[src/rtl/piso_serializer.sv]
// Parallel-in, serial-out shifter with valid/ready on both sides.
// Back-to-back words stream without a bubble via the last-bit reload path.
module piso_serializer #(
  parameter int unsigned DATA_WIDTH = 16,
  parameter bit          MSB_FIRST  = 1'b1
) (
  input  logic                  clk,
  input  logic                  resetn,
  input  logic [DATA_WIDTH-1:0] din,
  input  logic                  din_valid,
  output logic                  din_ready,
  output logic                  dout,
  output logic                  dout_valid,
  input  logic                  dout_ready,
  output logic                  dout_last
);

  localparam int unsigned CW = $clog2(DATA_WIDTH);
  localparam logic [CW-1:0] LAST_IDX = CW'(DATA_WIDTH - 1);

  typedef enum logic {
    IDLE  = 1'b0,
    SHIFT = 1'b1
  } state_t;

  state_t                state_q, state_d;
  logic [DATA_WIDTH-1:0] shreg_q, shreg_d;
  logic [CW-1:0]         cnt_q, cnt_d;

  logic accept;
  logic xfer;

  always_ff @(posedge clk or negedge resetn) begin
    if (!resetn) begin
      state_q <= IDLE;
      shreg_q <= '0;
      cnt_q   <= '0;
    end else begin
      state_q <= state_d;
      shreg_q <= shreg_d;
      cnt_q   <= cnt_d;
    end
  end

  always_comb begin
    dout_valid = (state_q == SHIFT);
    dout_last  = dout_valid && (cnt_q == LAST_IDX);
    if (!dout_valid) begin
      dout = 1'b0;
    end else if (MSB_FIRST) begin
      dout = shreg_q[DATA_WIDTH-1];
    end else begin
      dout = shreg_q[0];
    end
    // Ready is gated by resetn so no word is accepted while reset is held.
    if (!resetn) begin
      din_ready = 1'b0;
    end else if (state_q == IDLE) begin
      din_ready = 1'b1;
    end else begin
      din_ready = dout_last && dout_ready;
    end
    accept = din_valid && din_ready;
    xfer   = dout_valid && dout_ready;
  end

  always_comb begin
    state_d = state_q;
    shreg_d = shreg_q;
    cnt_d   = cnt_q;
    unique case (state_q)
      IDLE: begin
        if (accept) begin
          shreg_d = din;
          cnt_d   = '0;
          state_d = SHIFT;
        end
      end
      SHIFT: begin
        if (xfer) begin
          if (dout_last) begin
            if (accept) begin
              shreg_d = din;
              cnt_d   = '0;
            end else begin
              shreg_d = '0;
              cnt_d   = '0;
              state_d = IDLE;
            end
          end else begin
            if (MSB_FIRST) begin
              shreg_d = {shreg_q[DATA_WIDTH-2:0], 1'b0};
            end else begin
              shreg_d = {1'b0, shreg_q[DATA_WIDTH-1:1]};
            end
            cnt_d = cnt_q + CW'(1);
          end
        end
      end
      default: state_d = IDLE;
    endcase
  end

endmodule

[config.mk]
export PLATFORM = sky130hd
export DESIGN_NAME = piso_serializer
export DESIGN_NICKNAME = d
export VERILOG_FILES = /design/src/rtl/piso_serializer.sv
export SDC_FILE = /design/constraint.sdc
export NUM_CORES = 1
export LEC_CHECK = 0
export BUFFER_PORTS_ARGS = -buffer_cell sky130_fd_sc_hd__buf_4
export CORE_UTILIZATION = 45
export DETAILED_ROUTE_END_ITERATION = 7
export PLACE_DENSITY = 0.67
export SKIP_LAST_GASP = 1
export SLEW_MARGIN = 20
export SYNTH_ARGS = -nofsm -noshare
export SYNTH_HDL_FRONTEND = slang
export SYNTH_SLANG_ARGS = --single-unit
[constraint.sdc]
create_clock -name clk -period 2 [get_ports clk]
set_clock_uncertainty 0.15 [all_clocks]
set_input_delay 0 -clock clk [delete_from_list [all_inputs] [get_ports clk]]
set_output_delay 0 -clock clk [all_outputs]
set_load 0.005 [all_outputs]
After elaboration in Yosys (flattened, before gate mapping). Cells that the tools add are included.

Register bits: 21. Latch bits: 0. Memory bits (writable): 0. ROM bits: 0. Output and inout bits: 4. Logic and storage cells: 29. Memories: 0.

Add/subtract/negate cells: 1. Multiply operators: 0. Divide/modulo/power cells: 0. Magnitude comparators: 0. Equal/unequal tests: 3. Shifts and indexed selects: 0. Mux-type cells: 16. Bitwise logic cells: 1. Reduce and logical (&&, ||, !) cells: 5.

Operator list (count): $mux 16 (4); $pmux 16 s2 (1); $mux 4 (3); $pmux 4 s2 (1); $mux 1 (6); $add 4x1->4 const B (1); $eq 4x4->1 const B (1); $logic_and 1x1->1 (4); $ne 2x1->1 const B (1); $ne 2x2->1 const B (1); $pmux 1 s2 (1); $reduce_and 2->1 (1); $not 1->1 (1).

Longest topological paths before layout.
Depth in word-level cells: 10. Gate-level depth with buffers: 7.

Worst setup path after synthesis. Ideal clock, no wire load.

Path kind: reg2reg. From: reg cnt_q[0]. To: reg shreg_q[8]. Arrival time: 1234 ps. Slack: 493 ps. Cell stages (with the launch flop): 8. Buffers on the path: 2. Path through: dfrtp_1 > ha_1 > nand3_2 > and2_1 > buf_6 > buf_6 > nand2_1 > a21oi_2.

Longest elaborated chain between the ends: 10. Elaborated cells on any way between the ends: 12. Classes of those cells: 2 x eq/ne; 6 x mux; 4 x reduce/logical.

Ends and longest elaborated chain: start, declared (line 28) `logic [CW-1:0] cnt_q, cnt_d;`; start signal, assigned (line 41) `cnt_q <= cnt_d;`; $eq 4x4->1 * (line 47) `dout_last = dout_valid && (cnt_q == LAST_IDX);`; $logic_and 1x1->1 * (line 47); $logic_and 1x1->1 (line 61) `din_ready = dout_last && dout_ready;`; $mux 1 (line 58) `end else if (state_q == IDLE) begin`; $mux 1 (line 56) `if (!resetn) begin`; $logic_and 1x1->1 (line 63) `accept = din_valid && din_ready;`; $mux 16 (line 82) `if (accept) begin`; $mux 16 (line 81) `if (dout_last) begin`; $mux 16 (line 80) `if (xfer) begin`; $pmux 16 s2 (line 71) `unique case (state_q)`; end signal, assigned (line 40) `shreg_q <= shreg_d;`; end, declared (line 27) `logic [DATA_WIDTH-1:0] shreg_q, shreg_d;`.

Mark *: on every way between the ends. The rest lies on a longest branch, timed or not. The select of a mux whose other input is x is not followed. A chain may end at the register's enable or synchronous reset.

Worst setup path in the final report.
From: reg cnt_q[0]. To: reg state_q (netlist: dout_valid).

Longest elaborated chain between the ends: 10.

Ends and longest elaborated chain: $eq 4x4->1 * (line 47); $logic_and 1x1->1 * (line 47); $logic_and 1x1->1 (line 61); $mux 1 (line 58); $mux 1 (line 56); $logic_and 1x1->1 (line 63); $mux 1 (line 73, 82); $mux 1 (line 81); $mux 1 (line 80); $pmux 1 s2 * (line 71); net state_d (line 26) `state_t state_q, state_d;`; end signal, assigned (line 39) `state_q <= state_d;`; end, declared (line 26).

The timed path passes the listed nets; every way through them passes the cells marked *.

==> run summary <==
The buffer depth of the longest clock path is 2. Once placement finished, the instance area stood at 1380 um^2. After synthesis, the cell types taking the most area are dfrtp_1 (43%), o22ai_2 (8.3%), a21oi_2 (7.2%). The global routing usage on met2 came out at 0.379.

The count of final hold-check violations came out at 0. For this run, global-route usage on met3 was measured as 0.0282. The final net count came out at 191. The final sum of negative setup slack came out at 0 ps. The static power due to leakage is 0.752 nW.

The antenna diode instance count came out at 0. The number of distinct library cell variants in the gate-level netlist after synthesis is 29. Based on the critical path, the design can be clocked at up to 527 MHz.

The post-CTS setup buffer count is 0. The maximum number of pins on one net before global-route repair came out at 24. The number of cells after detailed placement is 175. Of the total power, the share spent switching nets is 0.364. The most used flip-flop cell after synthesis is dfrtp_1.

The area occupied by multi-input gates came out at 596 um^2. For this run, the slowest stage of the critical path takes 540 ps. The wire length of the first global-routing pass is 4.39 mm. The clock transition time at the flip-flop clock pins of the worst setup and hold paths is 120 ps. At the pin with the least slew margin, the transition time is 735 ps.

In the synthesized netlist, the number of instances is 125. The number of top-level design ports is 24. The final worst-path cycle share came out at 0.949.

The family with the most delay on the worst path is buffers and inverters. The floorplan has 18 rows. The maximum net fanout on the critical path came out at 5. Buffers inserted during clock tree synthesis total 3. The detail route stage leaves a number of antenna-violating nets equal to 0.

The number of endpoints failing setup at the final stage came out at 0. The post-detailed-route via-to-cell ratio came out at 5.35. The cell area that synthesis handed to floorplanning was 1210 um^2. The power density over the cells is 914 nW/um^2. The most used standard cell by instance count after synthesis is nand2_1. The final HPWL from detailed placement is 1.76 mm. The share of post-route cells with drive strength above 1 is 0.343. The switching power came out at 0.535 mW.

The growth of design area from synthesis to finish came out at 32.6%. The number of warning messages in the yosys log is 0. The global routing stage identified its most utilized layer as met2. The number of fillers in the final layout came out at 225. The worst relative slew slack is 0.510. The clock network fraction of design power came out at 0.141. The total overflow left after global routing is 0. The final max-slew violation count was 0. For flop-to-flop paths, the worst setup slack is 100 ps. The final routed wire length divided by cell count came out at 13.7 um. The share of the synthesized area in the top cell type came out at 0.433.

The critical path data arrival time is 1950 ps. Before CTS, the worst setup slack after placement is 208 ps. The signal on the critical path passes through ha_2 -> and3_2 -> nand2_1 -> nand2_1 -> nand2_1 -> dlygate4sd3_1. The critical path is of the reg -> reg type. The count of buffers inserted at the top-level ports is 23. The buffer and inverter count on the worst path came out at 1. The total wire length is 2.72 mm. The peak ir drop on the vdd network is 549 uV. The slowest library cell on the worst path is dlygate4sd3_1. Setup repair after global routing left no endpoint under its margin. The top cell type by total area after synthesis is dfrtp_1.

The final critical path time including I/O delays and setup is 1900 ps. The internal power contribution is 0.935 mW. The number of vias after detailed routing came out at 1065. For this block, the initial DRC count from the detailed router was 10.

The portion of the post-synthesis area used by sequential elements came out at 0.433. The CTS tree is yes. The effective utilization at floorplan is 0.481. The worst path meets setup with 102 ps of slack.

The overall power came out at 1.47 mW. After synthesis, the share of flip-flops with an asynchronous set or reset is 1.00. Across every metal layer, demand over resource in global routing totals 0.216.

The later-pin clock latency in the skew report is 310 ps. The total area of sequential cells is 526 um^2. The total DRC errors in the routed layout is 0. With fillers left out, the area of the finished cells amounts to 1610 um^2. Across the run, the number of max-cap violations was 0. The core utilization of the finished layout is 0.637.

For met1 alone, demand over resource in global routing was 0.255. By count the netlist is led by nand2_1 (23), dfrtp_1 (21), nor2_1 (15). The combinational group share of total power came out at 0.372. The clock net in this run drives a total of 21 sinks.

The height of the die is 53.9 um. In this run the worst hold path is classified as in -> async. The data required time at the worst endpoint came out at 2050 ps. For this run, the detailed router's first-pass iteration total came to 4.

The number of synthesized flops with an enable pin came out at 0. The initial antenna violation count came out at 0. The floorplan step defined a die boundary enclosing 2910 um^2. The cell that appears most often on the critical path is nand2_1.

A synthesized cell averages 9.70 um^2. The non-filler instance count after layout is 199. The global placement routability congestion is 0.757. The run finished with clean final reports. The startpoint kind of the worst setup timing path is a flop. The width of the die is 53.9 um. The synthesis-stage register bit count came out at 21. The sequential power share came out at 0.487. STA classifies the critical path endpoint as a flop. The tightest hold path in the finished design has a slack of 76.2 ps. The master cell of the clock root buffer is clkbuf_4. The area of the placeable core came out at 2520 um^2.

The number of H-tree levels came out at 1. The via count of the first global-routing pass came out at 1031. When the netlist entered floorplanning its net count stood at 146.
## worst reg2reg max path, stage by stage, from the launching register on
cell,delay (ps)
dfrtp_1,450
ha_2,240
and3_2,220
nand2_1,70
nand2_1,80
nand2_1,40
dlygate4sd3_1,540
## sequential cells by signal (all words and copies together), names as in the netlist
| name | count |
|---|---|
| cnt_q | 4 |
| shreg_q | 16 |
| dout_valid | 1 |
## kinds of logic after synthesis
family | Yosys count | synth area share
AND/OR/NAND/NOR | 49 | 0.181
AO/OA/AOI/OAI | 41 | 0.275
flip-flops | 21 | 0.433
buffers and inverters | 10 | 0.0774
multiplexers | 2 | 0.0165
XOR/XNOR | 1 | 0.00723
adder cells (fa/ha/maj) | 1 | 0.0103
## cell usage in the layout (no fill, tap or decap)
cell / n
a21boi_0: 1
a21o_1: 1
a21oi_1: 7
a21oi_2: 10
a31o_2: 1
and2_1: 4
and3_1: 1
and3_2: 1
buf_4: 29
clkbuf_4: 3
clkinv_2: 1
dfrtp_1: 21
dlygate4sd3_1: 20
ha_2: 1
inv_1: 1
mux2i_1: 2
nand2_1: 23
nand2_2: 1
nand3_1: 2
nand3_2: 1
nor2_1: 15
nor2_4: 1
o21a_1: 1
o21ai_1: 1
o21ai_2: 1
o22ai_1: 8
o22ai_2: 8
o31ai_1: 2
xor2_1: 1
## power by group through the flow
stage	combinational, mW	clock, mW	sequential [mW]
2_1_floorplan	0.397	0	0.687
3_3_place_gp	0.497	0	0.713
3_5_place_dp	0.516	0	0.718
4_1_cts	0.549	0.221	0.709
5_1_grt	0.618	0.233	0.734
6_report	0.547	0.207	0.716
## path summary, 6_finish.rpt
kind / to / startpoint / cells past startpoint
min in group clk: cnt_q[3]$_DFFE_PN0P_ / cnt_q[3]$_DFFE_PN0P_ / 1
worst min-delay path: cnt_q[2]$_DFFE_PN0P_ / resetn / 3
worst max register to register: dout_valid$_DFF_PN0_ / cnt_q[0]$_DFFE_PN0P_ / 6
worst max-delay path: dout_valid$_DFF_PN0_ / cnt_q[0]$_DFFE_PN0P_ / 6
max in group asynchronous: cnt_q[1]$_DFFE_PN0P_ / resetn / 3
worst min register to register: cnt_q[3]$_DFFE_PN0P_ / cnt_q[3]$_DFFE_PN0P_ / 1
## what timing repair did
item	CTS	global route
gates resized for setup	0	1
hold buffers	20	0
endpoints found under the hold margin	40	0
endpoints found under the setup margin	0	1
## layout make-up
type,instances,area share
clock buffers,3,0.0140
clock inverters,1,0.00311
inverters,1,0.00233
multi-input cells,94,0.370
flip-flops and latches,21,0.327
well taps,30,0.0233
repair buffers,49,0.260
## layer usage
| layer | share of wire | vias to the layer above |
|---|---|---|
| met2 | 0.48 | 23 |
| met5 | 0 | - |
| met1 | 0.46 | 513 |
| li1 | - | 523 |
| met4 | 0.019 | 0 |
| met3 | 0.031 | 6 |
Power figures use the tool's default switching activity.
